`config.mk`:
```
export PLATFORM = sky130hd
export DESIGN_NAME = alpha_path_exchanger
export DESIGN_NICKNAME = d
export VERILOG_FILES = /design/src/rtl/alpha_path_exchanger.sv
export SDC_FILE = /design/constraint.sdc
export NUM_CORES = 1
export LEC_CHECK = 0
export CELL_PAD_IN_SITES_DETAIL_PLACEMENT = 0
export CELL_PAD_IN_SITES_GLOBAL_PLACEMENT = 1
export CORE_MARGIN = 1.5
export CORE_UTILIZATION = 30
export DETAILED_ROUTE_END_ITERATION = 8
export PLACE_DENSITY_LB_ADDON = 0.1
export SYNTH_ARGS = -nofsm -noshare
export SYNTH_HDL_FRONTEND = slang
export SYNTH_SLANG_ARGS = --single-unit
```
`constraint.sdc`:
```
create_clock -name CLK_3M -period 10.64 [get_ports CLK_3M]
set_clock_uncertainty 0.15 [all_clocks]
set_input_delay 2.128 -clock CLK_3M [delete_from_list [all_inputs] [get_ports CLK_3M]]
set_output_delay 2.128 -clock CLK_3M [all_outputs]
set_load 0.005 [all_outputs]
```
`src/rtl/alpha_path_exchanger.sv`:
```
// alpha_path_exchanger: merges the low-gain (HDR) and high-gain (LDR) ADC paths
// into one LDR-scaled stream. The alpha select flag is debounced, and the
// output then crossfades linearly over 2^XFADE_LOG2 samples.
// Optional build macro ZC_ALIGN_EN: the crossfade start is deferred to a zero
// crossing of the target path, with a forced start after 255 deferred samples.
module alpha_path_exchanger #(
   parameter int GAIN_SHIFT   = 4,
   parameter int XFADE_LOG2   = 3,
   parameter int HOLD_SAMPLES = 4
) (
   input  logic                    CLK_3M,
   input  logic                    reset,
   input  logic                    sample_valid,
   input  logic [8:0]              hdr_value,
   input  logic [8:0]              ldr_value,
   input  logic                    alpha,
   output logic [9+GAIN_SHIFT-1:0] out_sample,
   output logic                    out_valid,
   output logic                    path_sel,
   output logic                    xfade_busy
);

   localparam int OW = 9 + GAIN_SHIFT;
   localparam int IW = OW + XFADE_LOG2 + 1;
   localparam int N  = 1 << XFADE_LOG2;
   localparam int KW = XFADE_LOG2 + 1;
   localparam int HW = $clog2(HOLD_SAMPLES + 1);

   localparam logic [KW-1:0] K_ZERO = '0;
   localparam logic [KW-1:0] K_ONE  = KW'(1);
   localparam logic [KW-1:0] K_NM1  = KW'(N - 1);
   localparam logic [KW-1:0] K_FULL = KW'(N);
   localparam logic [HW-1:0] HOLD_LAST = HW'(HOLD_SAMPLES - 1);

   localparam logic [2:0] SEL_HDR      = 3'd0;
   localparam logic [2:0] XFADE_TO_LDR = 3'd1;
   localparam logic [2:0] SEL_LDR      = 3'd2;
   localparam logic [2:0] XFADE_TO_HDR = 3'd3;
`ifdef ZC_ALIGN_EN
   localparam logic [2:0] ZC_WAIT_LDR  = 3'd4;
   localparam logic [2:0] ZC_WAIT_HDR  = 3'd5;
   localparam logic [2:0] START_LDR    = ZC_WAIT_LDR;
   localparam logic [2:0] START_HDR    = ZC_WAIT_HDR;
`else
   localparam logic [2:0] START_LDR    = XFADE_TO_LDR;
   localparam logic [2:0] START_HDR    = XFADE_TO_HDR;
`endif

   logic [2:0]    state_q, state_d;
   logic [KW-1:0] k_q, k_d;
   logic [HW-1:0] hold_q, hold_d;
   logic          path_sel_q, path_sel_d;
   logic          busy_q, busy_d;
   logic          out_valid_q;
   logic [OW-1:0] out_q, out_d;
`ifdef ZC_ALIGN_EN
   logic [7:0]    wait_q, wait_d;
   logic          hdr_sgn_q, ldr_sgn_q;
`endif

   logic signed [IW-1:0] hdr_ext, ldr_ext, w_hdr, w_ldr, acc, scaled;

   // Debounce / crossfade state machine; everything advances only on valid samples
   always_comb begin
      state_d    = state_q;
      k_d        = k_q;
      hold_d     = hold_q;
      path_sel_d = path_sel_q;
`ifdef ZC_ALIGN_EN
      wait_d     = wait_q;
`endif
      if (sample_valid) begin
         case (state_q)
            SEL_HDR: begin
               if (!alpha) begin
                  if (hold_q == HOLD_LAST) begin
                     hold_d  = '0;
                     state_d = START_LDR;
                  end else begin
                     hold_d = hold_q + HW'(1);
                  end
               end else begin
                  hold_d = '0;
               end
            end
            SEL_LDR: begin
               if (alpha) begin
                  if (hold_q == HOLD_LAST) begin
                     hold_d  = '0;
                     state_d = START_HDR;
                  end else begin
                     hold_d = hold_q + HW'(1);
                  end
               end else begin
                  hold_d = '0;
               end
            end
            XFADE_TO_LDR, XFADE_TO_HDR: begin
               // Direction follows the current alpha, so a reversal is immediate
               if (!alpha) begin
                  if (k_q >= K_NM1) begin
                     k_d        = K_FULL;
                     state_d    = SEL_LDR;
                     path_sel_d = 1'b1;
                  end else begin
                     k_d     = k_q + K_ONE;
                     state_d = XFADE_TO_LDR;
                  end
               end else begin
                  if (k_q <= K_ONE) begin
                     k_d        = K_ZERO;
                     state_d    = SEL_HDR;
                     path_sel_d = 1'b0;
                  end else begin
                     k_d     = k_q - K_ONE;
                     state_d = XFADE_TO_HDR;
                  end
               end
               hold_d = '0;
            end
`ifdef ZC_ALIGN_EN
            ZC_WAIT_LDR: begin
               if (alpha) begin
                  state_d = SEL_HDR;
                  hold_d  = '0;
                  wait_d  = '0;
               end else if ((ldr_value[8] != ldr_sgn_q) || (wait_q == 8'hFF)) begin
                  state_d = XFADE_TO_LDR;
                  k_d     = K_ONE;
                  wait_d  = '0;
               end else begin
                  wait_d = wait_q + 8'd1;
               end
            end
            ZC_WAIT_HDR: begin
               if (!alpha) begin
                  state_d = SEL_LDR;
                  hold_d  = '0;
                  wait_d  = '0;
               end else if ((hdr_value[8] != hdr_sgn_q) || (wait_q == 8'hFF)) begin
                  state_d = XFADE_TO_HDR;
                  k_d     = K_NM1;
                  wait_d  = '0;
               end else begin
                  wait_d = wait_q + 8'd1;
               end
            end
`endif
            default: begin
               state_d    = SEL_HDR;
               k_d        = K_ZERO;
               hold_d     = '0;
               path_sel_d = 1'b0;
            end
         endcase
      end
   end

   // Busy flag reflects the state the sample leaves us in
   always_comb begin
      busy_d = (state_d == XFADE_TO_LDR) || (state_d == XFADE_TO_HDR);
`ifdef ZC_ALIGN_EN
      busy_d = busy_d || (state_d == ZC_WAIT_LDR) || (state_d == ZC_WAIT_HDR);
`endif
   end

   // Weighted mix with the post-update weight; floor via arithmetic shift
   always_comb begin
      hdr_ext = {{(IW-9){hdr_value[8]}}, hdr_value} <<< GAIN_SHIFT;
      ldr_ext = {{(IW-9){ldr_value[8]}}, ldr_value};
      w_ldr   = {{(IW-KW){1'b0}}, k_d};
      w_hdr   = IW'(N) - w_ldr;
      acc     = hdr_ext * w_hdr + ldr_ext * w_ldr;
      scaled  = acc >>> XFADE_LOG2;
      out_d   = scaled[OW-1:0];
   end

   // State and output registers with synchronous active-low reset
   always_ff @(posedge CLK_3M) begin
      if (!reset) begin
         state_q     <= SEL_HDR;
         k_q         <= K_ZERO;
         hold_q      <= '0;
         path_sel_q  <= 1'b0;
         busy_q      <= 1'b0;
         out_valid_q <= 1'b0;
         out_q       <= '0;
`ifdef ZC_ALIGN_EN
         wait_q      <= '0;
         hdr_sgn_q   <= 1'b0;
         ldr_sgn_q   <= 1'b0;
`endif
      end else begin
         state_q     <= state_d;
         k_q         <= k_d;
         hold_q      <= hold_d;
         path_sel_q  <= path_sel_d;
         busy_q      <= busy_d;
         out_valid_q <= sample_valid;
         if (sample_valid) begin
            out_q <= out_d;
         end
`ifdef ZC_ALIGN_EN
         wait_q <= wait_d;
         if (sample_valid) begin
            hdr_sgn_q <= hdr_value[8];
            ldr_sgn_q <= ldr_value[8];
         end
`endif
      end
   end

   assign out_sample = out_q;
   assign out_valid  = out_valid_q;
   assign path_sel   = path_sel_q;
   assign xfade_busy = busy_q;

endmodule

```
==> out/results.ini, run 1 <==
[pwr]
p_per_area_nw_per_um2=47.1
power_mw=0.244
leakagePower_nw=2.47
peakVddDrop_uv=87.6

[timing]
timing.fmax_mhz=99.1
slew-limit-headroom=0.409
finalCritPeriodShare=0.948
finalMaxSlewViolations=0
hold_viol=0
setup_viol=0
fin_tns_setup_ns=0
min_period_ns=10.09
worst_slew_pin_slew_ns=0.883
postLayoutSetupSlackWorst_ns=0.553

[placement]
dp_cells=728
dp_slack_ns=0.166
postPlaceCellArea_sq_um=5070
portBuffers=37
dp_hpwl_mm=8.34
place_congestion=0.762

[routing]
vias_per_cell=4.62
num_vias=3383
first_pass_iters=4
drc=0
post_drt_wl_per_cell_um=13.7
totalWireLength_mm=10.0
ant_nets=0
drtIter0Drc=92

[setup_path]
worst-setup-path-type=input port to register
r2r-start=k_q[0]$_SDFF_PN0_
start_kind=input port
critical_path_required_ns=10.68
slowest_delay_ns=0.54
worst-path-max-fanout=5
cp_slowest_cell=fa_1
end_kind=register
cpMostUsedCell=fa_1
crit_start=sample_valid
arrival_ns=10.12

[global_routing]
grt_pass1_wl_mm=18.0
grt_max_degree=30
grt.overflow.total=0
track_usage=0.139
antenna_found_initial=0
grt_pass1_vias=3629

[synth]
synth_compound_area_frac=0.120
ys_seq_area_frac=0.118
postSynthCellCount=507
synth_top_family_by_area=adder cells
synth_flop_cell=dfxtp_1
synth_edf_count=0
synthSimpleGateAreaFrac=0.192
syn_nets=639
syn_area_sq_um=4420
synth-seq-cells=26
ys_warn_count=0
ys_async_sr_fraction=0
synth_fa_ha_area_frac=0.407
synth_xor_area_frac=0.0564
synth_cell_types=55
synthMuxAreaShare=0.0113
avgSynthCellArea_sq_um=8.71

[clock_network]
cts_buffer_depth=2
cts_root_buf=clkbuf_16
htree_levels=1
insertion_delay_ns=0.26
clkTransAtPathRegs_ns=0.06
cts_tree=done
cts_setup_buffers=0
numCtsBuffers=3
clock_sinks=26

[min_path]
min-delay-start=out_sample[4]$_SDFFE_PN0P_
hp-class=register to register

[finish]
seq_area_sq_um=520
multi_input_area_sq_um=3500
fillers=1543
final_cell_mix=inv_1 (95), fa_1 (56), ha_1 (54)
fin_cells=732
nets=681
area_delta_synth_final_pct=17.4
drive_above_1_share=0.0493
final_cell_area_sq_um=5180
diodes=0
final_common_cell=inv_1

[floorplan]
io_pins=38
fp.dieW_um=124
die_y_um=124
core_sq_um=14500
start_util=0.305
num_rows=44
dieArea_sq_um=15500

[flow_run]
max-cap-violations=0

[run_status]
outcome=complete, no violations

-- layout make-up --
class,instances,share of cell area
well taps,184,0.0444
clock buffers,4,0.0171
inverters,96,0.0695
flip-flops and latches,26,0.100
multi-input cells,370,0.675
repair buffers,52,0.0932
-- report_power, final --
group | switching [mW] | leakage (nW) | total [mW] | internal (mW)
clock network | 0.0339 | 0.0442 | 0.0914 | 0.0575
registers | 0.00170 | 0.212 | 0.102 | 0.100
logic | 0.0247 | 2.21 | 0.0507 | 0.0260
total | 0.0602 | 2.47 | 0.244 | 0.184
-- cell usage after synthesis (all sizes together), types with 4 or more instances --
cell	instances	area (sq um)
xnor2	20	183
and2	44	275
and3	4	25.0
o21bai	4	30.0
inv	95	357
o21a	4	30.0
nor2b	32	200
ha	54	676
mux2i	5	50.1
nor2	16	60.1
a21o	8	60.1
fa	56	1120
nor3	9	45.0
dfxtp	26	521
nand3	4	20.0
a21oi	23	115
xor2	5	43.8
clkbuf	12	45.0
o21ai	8	40.0
nand2	25	93.8
a21boi	4	30.0
-- per-stage QoR --
stage | utilization | hold WS, ns
6_report | 0.358 | 0.328
5_1_grt | 0.358 | 0.356
4_1_cts | 0.357 | 0.333
3_5_place_dp | 0.350 | 0.322
3_3_place_gp | 0.350 | 0.316
2_1_floorplan | - | 0.303
-- timing repair --
action                                  in CTS  in global routing
hold buffers                                 0                  0
gates resized for setup                      0                  3
endpoints found under the setup margin       0                  1
-- path summary, 6_finish.rpt --
path	depth (start not counted)	slack, ns	to
max reg2reg	32	2.03	out_sample[12]$_SDFFE_PN0P_
min	2	0.33	out_sample[4]$_SDFFE_PN0P_
max	31	0.55	out_sample[12]$_SDFFE_PN0P_
min reg2reg	2	0.33	out_sample[4]$_SDFFE_PN0P_
-- sequential cells by signal (all words and copies together) (netlist names) --
| signal | cells |
|---|---|
| hold_q | 3 |
| out_sample | 13 |
| out_valid | 1 |
| xfade_busy | 1 |
| path_sel | 1 |
| state_q | 3 |
| k_q | 4 |
-- routing by layer --
| layer | track usage | share of wire |
|---|---|---|
| met4 | 0.0122 | 0.0051 |
| met3 | 0.0137 | 0.013 |
| met1 | 0.200 | 0.51 |
| met5 | 0 | 0 |
| met2 | 0.235 | 0.47 |
-- cell families after synthesis --
logic type      after synthesis
flops                        26
mux                           5
xor+xnor                     26
compound gates               77
fa+ha+maj                   110
simple gates                152
buf+inv                     111
-- critical path, delay by kind of cell --
family                     cells  cell delay [ns]
AOI/OAI and AO/OA              9             1.67
adders and majority gates      9             3.76
xor gates and xnor gates       2             0.40
buffers and inverters          6             0.93
and+or+nand+nor                5             1.25
(Power assumes the default switching activity.)
==> inputs of run 2 (changes only) <==
--- a/constraint.sdc
+++ b/constraint.sdc
@@ -4,2 +4,2 @@
 set_output_delay 2.128 -clock CLK_3M [all_outputs]
-set_load 0.005 [all_outputs]
+set_load 0.01 [all_outputs]
==> results of run 2 <==
Same layout as run 1 (identical final DEF). Status: complete, no violations.
Among the figures that moved: total power 0.244 mW -> 0.245 mW
